<file path="src/rtl/map_index_to_display_stepper_if.sv">
// rtl/map_index_to_display_stepper_if.sv - target index handshake into the display stepper
interface map_index_to_display_stepper_if;
   logic       tgt_valid;
   logic       tgt_ready;
   logic [6:0] tgt_idx_x;
   logic [5:0] tgt_idx_y;

   modport master (output tgt_valid, output tgt_idx_x, output tgt_idx_y, input tgt_ready);
   modport slave  (input tgt_valid, input tgt_idx_x, input tgt_idx_y, output tgt_ready);
endinterface

</file>
<file path="src/rtl/map_index_to_display_stepper.sv">
// rtl/map_index_to_display_stepper.sv - walks sprite display position toward a target map index
// Optional: define MAP_STEPPER_RETARGET_EN to accept new targets while moving.
module map_index_to_display_stepper #(
   parameter int H_VISIBLE_START = 336,
   parameter int V_VISIBLE_START = 27,
   parameter int SCALE_LOG2      = 4,
   parameter int MOVE_TO_CENTER  = 7,
   parameter int MAP_W           = 80,
   parameter int MAP_H           = 60,
   parameter int RESET_IDX_X     = 40,
   parameter int RESET_IDX_Y     = 45,
   parameter int STEP_PX         = 1
) (
   input  logic                                 clk,
   input  logic                                 rst,
   input  logic                                 move_tick,
   map_index_to_display_stepper_if.slave        tgt,
   output logic [10:0]                          disp_pos_x,
   output logic [9:0]                           disp_pos_y,
   output logic [3:0]                           moving_dir,
   output logic                                 busy,
   output logic                                 arrived
);

`ifdef MAP_STEPPER_RETARGET_EN
   localparam bit RETARGET = 1'b1;
`else
   localparam bit RETARGET = 1'b0;
`endif

   localparam logic [10:0] RESET_PIX_X =
      11'((RESET_IDX_X << SCALE_LOG2) + MOVE_TO_CENTER + H_VISIBLE_START);
   localparam logic [9:0]  RESET_PIX_Y =
      10'((RESET_IDX_Y << SCALE_LOG2) + MOVE_TO_CENTER + V_VISIBLE_START);

   localparam logic [3:0] DIR_R = 4'b0001;
   localparam logic [3:0] DIR_L = 4'b0010;
   localparam logic [3:0] DIR_U = 4'b0100;
   localparam logic [3:0] DIR_D = 4'b1000;

   typedef enum logic {IDLE, MOVE} state_t;

   state_t      state;
   logic [10:0] pos_x, tgt_x, new_x, eff_x, dist_x, step_x, nxt_x;
   logic [9:0]  pos_y, tgt_y, new_y, eff_y, dist_y, step_y, nxt_y;
   logic [3:0]  dir_q, nxt_dir;
   logic [6:0]  clamp_x;
   logic [5:0]  clamp_y;
   logic        ready_q, accept;

   assign tgt.tgt_ready = ready_q;
   assign accept        = tgt.tgt_valid && ready_q;
   assign disp_pos_x    = pos_x;
   assign disp_pos_y    = pos_y;
   assign moving_dir    = dir_q;

   // Sum formed at full width, then truncated to the display coordinate width.
   always_comb begin
      clamp_x = (tgt.tgt_idx_x > 7'(MAP_W - 1)) ? 7'(MAP_W - 1) : tgt.tgt_idx_x;
      clamp_y = (tgt.tgt_idx_y > 6'(MAP_H - 1)) ? 6'(MAP_H - 1) : tgt.tgt_idx_y;
      new_x   = 11'((12'(clamp_x) << SCALE_LOG2) + 12'(MOVE_TO_CENTER) + 12'(H_VISIBLE_START));
      new_y   = 10'((11'(clamp_y) << SCALE_LOG2) + 11'(MOVE_TO_CENTER) + 11'(V_VISIBLE_START));
   end

   // A target accepted during MOVE steers the step taken on the same edge.
   always_comb begin
      eff_x  = accept ? new_x : tgt_x;
      eff_y  = accept ? new_y : tgt_y;
      dist_x = (eff_x > pos_x) ? eff_x - pos_x : pos_x - eff_x;
      dist_y = (eff_y > pos_y) ? eff_y - pos_y : pos_y - eff_y;
      step_x = (dist_x < 11'(STEP_PX)) ? dist_x : 11'(STEP_PX);
      step_y = (dist_y < 10'(STEP_PX)) ? dist_y : 10'(STEP_PX);
   end

   always_comb begin
      nxt_x   = pos_x;
      nxt_y   = pos_y;
      nxt_dir = dir_q;
      if (move_tick) begin
         if (pos_x != eff_x) begin
            if (eff_x > pos_x) begin
               nxt_x   = pos_x + step_x;
               nxt_dir = DIR_R;
            end else begin
               nxt_x   = pos_x - step_x;
               nxt_dir = DIR_L;
            end
         end else if (pos_y != eff_y) begin
            if (eff_y > pos_y) begin
               nxt_y   = pos_y + step_y;
               nxt_dir = DIR_D;
            end else begin
               nxt_y   = pos_y - step_y;
               nxt_dir = DIR_U;
            end
         end
      end
   end

   always_ff @(posedge clk or negedge rst) begin
      if (!rst) begin
         state   <= IDLE;
         pos_x   <= RESET_PIX_X;
         pos_y   <= RESET_PIX_Y;
         tgt_x   <= RESET_PIX_X;
         tgt_y   <= RESET_PIX_Y;
         dir_q   <= DIR_R;
         busy    <= 1'b0;
         arrived <= 1'b0;
         ready_q <= 1'b1;
      end else begin
         arrived <= 1'b0;
         case (state)
            IDLE: begin
               if (accept) begin
                  tgt_x <= new_x;
                  tgt_y <= new_y;
                  if (new_x == pos_x && new_y == pos_y) begin
                     arrived <= 1'b1;
                  end else begin
                     state   <= MOVE;
                     busy    <= 1'b1;
                     ready_q <= RETARGET;
                  end
               end
            end
            MOVE: begin
               if (accept) begin
                  tgt_x <= new_x;
                  tgt_y <= new_y;
               end
               pos_x <= nxt_x;
               pos_y <= nxt_y;
               dir_q <= nxt_dir;
               if (nxt_x == eff_x && nxt_y == eff_y) begin
                  arrived <= 1'b1;
                  busy    <= 1'b0;
                  state   <= IDLE;
                  ready_q <= 1'b1;
               end
            end
            default: state <= IDLE;
         endcase
      end
   end

endmodule

</file>
<file path="src/flat_wrapper.sv">
// flat-port wrapper written by rule: the top's interface ports become plain ports
module map_index_to_display_stepper_flat 
#(
   parameter int H_VISIBLE_START = 336,
   parameter int V_VISIBLE_START = 27,
   parameter int SCALE_LOG2      = 4,
   parameter int MOVE_TO_CENTER  = 7,
   parameter int MAP_W           = 80,
   parameter int MAP_H           = 60,
   parameter int RESET_IDX_X     = 40,
   parameter int RESET_IDX_Y     = 45,
   parameter int STEP_PX         = 1
)
  (clk, rst, move_tick, disp_pos_x, disp_pos_y, moving_dir, busy, arrived, tgt_tgt_valid, tgt_tgt_idx_x, tgt_tgt_idx_y, tgt_tgt_ready);
  map_index_to_display_stepper_if tgt_i ();
  input  logic clk;
  input  logic rst;
  input  logic move_tick;
  output logic [10:0] disp_pos_x;
  output logic [9:0] disp_pos_y;
  output logic [3:0] moving_dir;
  output logic busy;
  output logic arrived;
  input wire logic [$bits(tgt_i.tgt_valid)-1:0] tgt_tgt_valid;
  input wire logic [$bits(tgt_i.tgt_idx_x)-1:0] tgt_tgt_idx_x;
  input wire logic [$bits(tgt_i.tgt_idx_y)-1:0] tgt_tgt_idx_y;
  output wire logic [$bits(tgt_i.tgt_ready)-1:0] tgt_tgt_ready;
  assign tgt_i.tgt_valid = tgt_tgt_valid;
  assign tgt_i.tgt_idx_x = tgt_tgt_idx_x;
  assign tgt_i.tgt_idx_y = tgt_tgt_idx_y;
  assign tgt_tgt_ready = tgt_i.tgt_ready;
  map_index_to_display_stepper #(.H_VISIBLE_START(H_VISIBLE_START), .V_VISIBLE_START(V_VISIBLE_START), .SCALE_LOG2(SCALE_LOG2), .MOVE_TO_CENTER(MOVE_TO_CENTER), .MAP_W(MAP_W), .MAP_H(MAP_H), .RESET_IDX_X(RESET_IDX_X), .RESET_IDX_Y(RESET_IDX_Y), .STEP_PX(STEP_PX)) u_core (.clk(clk), .rst(rst), .move_tick(move_tick), .tgt(tgt_i), .disp_pos_x(disp_pos_x), .disp_pos_y(disp_pos_y), .moving_dir(moving_dir), .busy(busy), .arrived(arrived));
endmodule
</file>
<file path="config.mk">
export PLATFORM = sky130hd
export DESIGN_NAME = map_index_to_display_stepper_flat
export DESIGN_NICKNAME = d
export VERILOG_FILES = /design/src/rtl/map_index_to_display_stepper_if.sv /design/src/rtl/map_index_to_display_stepper.sv /design/src/flat_wrapper.sv
export SDC_FILE = /design/constraint.sdc
export NUM_CORES = 1
export LEC_CHECK = 0
export CAP_MARGIN = 0
export CORE_ASPECT_RATIO = 1.25
export CORE_MARGIN = 2
export CORE_UTILIZATION = 55
export CTS_CLUSTER_DIAMETER = 50
export DETAILED_ROUTE_END_ITERATION = 7
export GPL_ROUTABILITY_DRIVEN = 0
export PLACE_DENSITY_LB_ADDON = 0.3
export SLEW_MARGIN = 20
export SYNTH_ARGS = -nofsm -noshare
export SYNTH_HDL_FRONTEND = slang
export SYNTH_SLANG_ARGS = --single-unit
</file>
<file path="constraint.sdc">
create_clock -name clk -period 8.75 [get_ports clk]
set_clock_uncertainty 0.1 [all_clocks]
set_input_delay 1.75 -clock clk [delete_from_list [all_inputs] [get_ports clk]]
set_output_delay 1.75 -clock clk [all_outputs]
set_load 0.01 [all_outputs]
</file>
==> impl_results.md, run 1 <==
- Total track usage: 33.1%
- Routed via count: 6592
- Crit-path max cell delay: 0.54 ns
- Die area: 0.0120 mm^2
- Ports: 45
- Core ar.: 0.0110 mm^2
- Post-synthesis sequential area ratio: 21.0%
- Layout cells sized above 1: about a quarter
- Hold WS: 0.382 ns
- Synthesized area per cell: ~8 um^2
- Worst EP arrival: 8.76 ns
- Final period util: 99.1%
- Clk root buf: clkbuf_16
- Total gr overflow: 0
- IO buf count: 44
- Final Net Count: 988
- Measured slew at the worst slew-check pin: between 0.7 and 0.8 ns
- Maxcap violations: 0
- CP top delay family: compound AO/OA/AOI/OAI gates
- Clk sinks: 50
- Wirelength per Cell: around 20 um
- Detailed placement HPWL: 15500 um
- Max_slew headroom: between 50 and 60%
- Crit Path Max Fanout: 8
- Initial DRC Count: about 480
- Clk Latency, worst-skew pair: 0.30 ns
- Final hold viol count: 0
- FFs w/ async S/R, synth: 100%
- Status: complete, no violations
- Max-slew violations: 0
- Pre-Repair DR Iteration Count: 6
- Die X: 98.5 um
- Via/cell ratio: 6.36
- Num rows: 43
- Drt total wl: 20400 um
- CTS hold repair buffers: 0
- Antenna violations before repair: 0
- Flops & latches, synth: 50
- Distinct cells, synth: 71
- Largest net degree at the start of global routing: 51
- Post-Syn Area: slightly above 0.006 mm^2
- H-tree depth: 2
- CTS tree: done
- Initial Util: 56.0%
- Startpoint types: input port
- EDFF count, synth: 0
- Syn Inst Count: around 760
- Post-route ant nets: 0
- CP max stage cell: or4b_4
- Ys Warns: 0
- Most used DFF post-synth: dfstp_2
- DIE HEIGHT: 122 um
- Reg clk slew, reported paths: 0.07 ns
- Drc violations: 0
- Cts bufs inserted: 5
- CP Buf/Inv Count: 5
- CP Capture Type: flip-flop
- Bufs on Longest Clock Path: 2
- Critical path class: input port to flip-flop
- Vias in the first global route: roughly 6600
- ANT cells: 0
- Worst hold path class: flip-flop to flip-flop
- Area grow syn2layout: 31.4%
- Endpoints failing setup: 0
- Achievable frequency: 115 MHz
- First-pass GRT wire length: 32100 um
- Fin crit period: between 8 and 9 ns
- WP data required: 8.84 ns
==> final timing paths <==
kind	slack, ns	startpoint	cells after the start	endpoint
max reg2reg	1.58	u_core.tgt.tgt_ready	31	u_core.busy
max	0.08	tgt_tgt_idx_x[4]	32	u_core.busy
min	0.38	u_core.moving_dir[1]	2	u_core.moving_dir[1]
max in group asynchronous	6.62	rst	2	u_core.moving_dir[1]
min reg2reg	0.38	u_core.moving_dir[1]	2	u_core.moving_dir[1]
min in group asynchronous	1.46	rst	2	u_core.disp_pos_x[5]
==> metal layers <==
| metal | share of wire [%] | wire length [um] | vias to the layer above | GRT usage, % |
|---|---|---|---|---|
| li1 | - | - | 3038 | - |
| met1 | 37 | 7580 | 3155 | 36.8 |
| met2 | 52 | 10700 | 292 | 62.1 |
| met3 | 5.0 | 1020 | 107 | 3.21 |
| met4 | 5.7 | 1160 | 0 | 17.3 |
| met5 | 0 | 0 | - | 0 |
==> state kept, by name (all words and copies together), names as in the netlist <==
| signal | flops |
|---|---|
| u_core.busy | 1 |
| u_core.tgt.tgt_ready | 1 |
| u_core.disp_pos_x | 11 |
| u_core.disp_pos_y | 10 |
| u_core.arrived | 1 |
| u_core.moving_dir | 4 |
| u_core.tgt_x | 11 |
| u_core.state | 1 |
| u_core.tgt_y | 10 |
==> worst register-to-register path: cells and delay by family, from the launching register on <==
kind                     cells  cell delay (ns)
AND/OR/NAND/NOR              7             2.06
AO/OA/AOI/OAI               11             1.86
buffers and inverters        7             1.04
adder cells (fa/ha/maj)      3             0.84
flip-flops                   1             0.66
XOR/XNOR                     2             0.29
multiplexers                 1             0.21
==> cell type report <==
| cell class | count | area (um^2) |
|---|---|---|
| multi-input combinational | 621 | 4920 |
| fill | 791 | 2910 |
| timing repair buffer | 163 | 1330 |
| sequential | 50 | 1290 |
| inverter | 60 | 225 |
| tap | 135 | 169 |
| clock buffer | 7 | 133 |
| clock inverter | 1 | 7.51 |
==> timing repair <==
item	CTS	global route
gates resized for setup	8	52
endpoints found under the setup margin	3	4
pin swaps	2	20
buffers inserted	1	10
cloned	0	0
==> cell usage in the layout, fill, tap and decap left out, types with 5 or more instances in the layout <==
master	instances
buf_4	119
nand2_1	64
ha_1	61
inv_1	60
nor2_1	45
a21oi_1	43
clkdlybuf4s50_1	43
o21ai_0	42
xnor2_1	37
dfstp_2	30
a21o_1	22
xor2_1	20
dfrtp_1	20
nor3_1	17
mux2i_1	16
nand3_1	15
nand2b_1	14
mux2_2	13
o211ai_1	13
o21a_1	11
a211oi_1	9
nand4_1	8
or3_1	8
nor2b_1	8
nor4_1	7
o2111ai_1	7
a31oi_1	6
and3_1	6
o31ai_1	6
o21ai_1	5
a211o_1	5
clkbuf_16	5
==> kinds of logic (layout without fill, tap and decap cells) <==
family / count (synthesis) / in the layout / share of synthesized area [%]
other: 1 / 2 / 0.0611
adders and majority gates: 70 / 70 / 15.0
AOI/OAI and AO/OA: 231 / 231 / 25.5
muxes: 31 / 31 / 5.32
xor gates and xnor gates: 63 / 63 / 9.21
buffers and inverters: 86 / 231 / 5.36
and+or+nand+nor: 224 / 224 / 18.5
DFF: 50 / 50 / 21.0
==> cells in the mapped netlist (14+ instances only) <==
| master | number | share of area [%] |
|---|---|---|
| a21o_1 | 22 | 2.7 |
| a21oi_1 | 46 | 3.7 |
| clkbuf_1 | 19 | 1.2 |
| dfrtp_1 | 20 | 8.1 |
| dfstp_2 | 30 | 13 |
| ha_1 | 64 | 13 |
| inv_1 | 60 | 3.7 |
| mux2i_1 | 18 | 2.9 |
| nand2_1 | 64 | 3.9 |
| nand2b_1 | 14 | 1.4 |
| nand3_1 | 16 | 1.3 |
| nor2_1 | 46 | 2.8 |
| nor3_1 | 17 | 1.4 |
| o21ai_0 | 47 | 3.8 |
| xnor2_1 | 40 | 5.7 |
| xor2_1 | 22 | 3.1 |
==> stage by stage <==
| step | area (um^2) | worst slack [ns] | TNS (ns) | instances | utilization, % |
|---|---|---|---|---|---|
| floorplan | 6190 | 0.00244 | 0 | 757 | - |
| global placement | 7510 | -0.238 | -0.619 | 1018 | 68.4 |
| detailed placement | 7510 | -0.489 | -1.46 | 1018 | 68.4 |
| CTS | 7700 | 0.0112 | 0 | 1027 | 70.1 |
| global route | 8070 | -0.183 | -0.450 | 1037 | 73.5 |
| finish | 8070 | 0.0777 | 0 | 1037 | 73.5 |
Power of run 1 is left out: the tool's default activity adds up to more than one toggle a clock period on the data nets, which glitch-free logic cannot reach.
==> run 2, diff against run 1 <==
--- a/config.mk
+++ b/config.mk
@@ -7,13 +7,11 @@
 export LEC_CHECK = 0
 export CAP_MARGIN = 0
 export CORE_ASPECT_RATIO = 1.25
-export CORE_MARGIN = 2
 export CORE_UTILIZATION = 55
 export CTS_CLUSTER_DIAMETER = 50
 export DETAILED_ROUTE_END_ITERATION = 7
 export GPL_ROUTABILITY_DRIVEN = 0
 export PLACE_DENSITY_LB_ADDON = 0.3
-export SLEW_MARGIN = 20
 export SYNTH_ARGS = -nofsm -noshare
 export SYNTH_HDL_FRONTEND = slang
 export SYNTH_SLANG_ARGS = --single-unit
==> impl_results.md, run 2 (synthesized netlist as in run 1, its figures left out) <==
- Footprint of the multi-input gates: a little under 0.005 mm^2
- Antenna violations before repair: 0
- Layout cells sized above 1: 25.4%
- Initial DRC Count: 501
- Final hold viol count: 0
- Worst Slack Setup Final: 0.180 ns
- Max_slew headroom: between 40 and 50%
- CTS tree: done
- Vias in the first global route: 6827
- IO buf count: 44
- Area grow syn2layout: 32.4%
- Initial Util: 57.3%
- DIE HEIGHT: between 100 and 150 um
- Worst hold path class: flip-flop to flip-flop
- Core ar.: 0.0107 mm^2
- Clk sinks: 50
- Detailed placement HPWL: 15600 um
- Largest net degree at the start of global routing: 51
- Startpoint types: input port
- Commonest non-fill, non-tap cell in the layout: buf_4
- Routed via count: 6779
- Placed Area: around 0.0076 mm^2
- Achievable frequency: 117 MHz
- Crit Path Max Fanout: 5
- Clk Latency, worst-skew pair: 0.30 ns
- R2R depth: 29
- Dpl ws: -0.600 ns
- Fin crit period: 8.57 ns
- Total track usage: 35.3%
- Via/cell ratio: 6.49
- ANT cells: 0
- CTS hold repair buffers: 0
- Total gr overflow: 0
- Endpoints failing setup: 0
- Design area: ~0.0081 mm^2
- Clk root buf: clkbuf_16
- Worst EP arrival: ~8.7 ns
- Bufs on Longest Clock Path: 2
- First-pass GRT wire length: around 32000 um
- CP Capture Type: flip-flop
- WP data required: 8.84 ns
- Measured slew at the worst slew-check pin: ~0.76 ns
- Setup slack, reg-to-reg: around 1.6 ns
- Reg clk slew, reported paths: ~0.070 ns
- Critical path class: input port to flip-flop
- Fillers: 741
- Hold depth: 2
- CP max stage cell: or4b_4
- Drc violations: 0
- Register cell area after layout: 0.00129 mm^2
- Finished Core Util: about 76%
- Pre-Repair DR Iteration Count: 5
- Post-route ant nets: 0
- Drt total wl: 20900 um
- Cts bufs inserted: 5
- Max-slew violations: 0
- H-tree depth: 2
- Ports: 45
- Num rows: 42
- Crit-path max cell delay: 0.56 ns
- Most frequent cells in the layout: buf_4 (126), nand2_1 (64), inv_1 (59), ha_1 (59), nor2_1 (46)
- Final period util: a little over nine tenths
- Status: complete, no violations
- Wirelength per Cell: 20.0 um
- Final Net Count: approximately 1000
- Die X: 96.5 um
- Maxcap violations: 0
- Die area: 0.0116 mm^2
## run 2: per-layer routing
metal | share of wire [%] | track usage, % | vias to the layer above
li1 | - | - | 3062
met1 | 36 | 38.2 | 3202
met2 | 50 | 60.5 | 357
met3 | 5.6 | 5.26 | 158
met4 | 8.5 | 26.1 | 0
met5 | 0 | 0 | -
## run 2: metrics by stage
step / TNS [ns] / hold WS (ns) / instances
after detailed placement: -1.89 / 0.381 / 1020
after global placement: -0.702 / 0.371 / 1020
final: 0 / 0.389 / 1044
after global routing: -0.138 / 0.431 / 1044
after CTS: 0 / 0.397 / 1030
after floorplan: 0 / 0.367 / 757
## run 2: cell type report
class | count | share of cell area, %
multi-input combinational | 621 | 59.6
timing repair buffer | 173 | 17.6
sequential | 50 | 15.9
inverter | 60 | 2.77
tap | 132 | 2.03
clock buffer | 5 | 1.54
clock inverter | 3 | 0.600
## run 2: worst max-delay path, delay by kind of cell
| family | cells | cell delay [ns] |
|---|---|---|
| AOI/OAI and AO/OA | 10 | 1.81 |
| and+or+nand+nor | 8 | 2.03 |
| muxes | 2 | 0.61 |
| xor gates and xnor gates | 2 | 0.39 |
| adders and majority gates | 3 | 0.96 |
| buffers and inverters | 6 | 1.09 |
## run 2: path summary, 6_finish.rpt
check	startpoint	end
setup / recovery	tgt_tgt_idx_x[1]	u_core.busy
hold / removal	u_core.moving_dir[0]	u_core.moving_dir[0]
setup reg to reg	u_core.tgt.tgt_ready	u_core.busy
hold reg to reg	u_core.moving_dir[0]	u_core.moving_dir[0]
max in group asynchronous	rst	u_core.disp_pos_x[5]
min in group asynchronous	rst	u_core.moving_dir[1]
## run 2: timing repair
action,4_1_cts,5_1_grt
endpoints found under the setup margin,3,4
resized for setup,10,46
pin swaps,8,27
setup buffers,2,14
Power of run 2 is left out for the same reason.
==> run 3, diff against run 2 <==
--- a/config.mk
+++ b/config.mk
@@ -5,7 +5,6 @@
 export SDC_FILE = /design/constraint.sdc
 export NUM_CORES = 1
 export LEC_CHECK = 0
-export CAP_MARGIN = 0
 export CORE_ASPECT_RATIO = 1.25
 export CORE_UTILIZATION = 55
 export CTS_CLUSTER_DIAMETER = 50
==> results of run 3 <==
Same layout as run 2: the final DEF is identical, and so are final timing and power.
Power of run 3 is left out for the same reason.
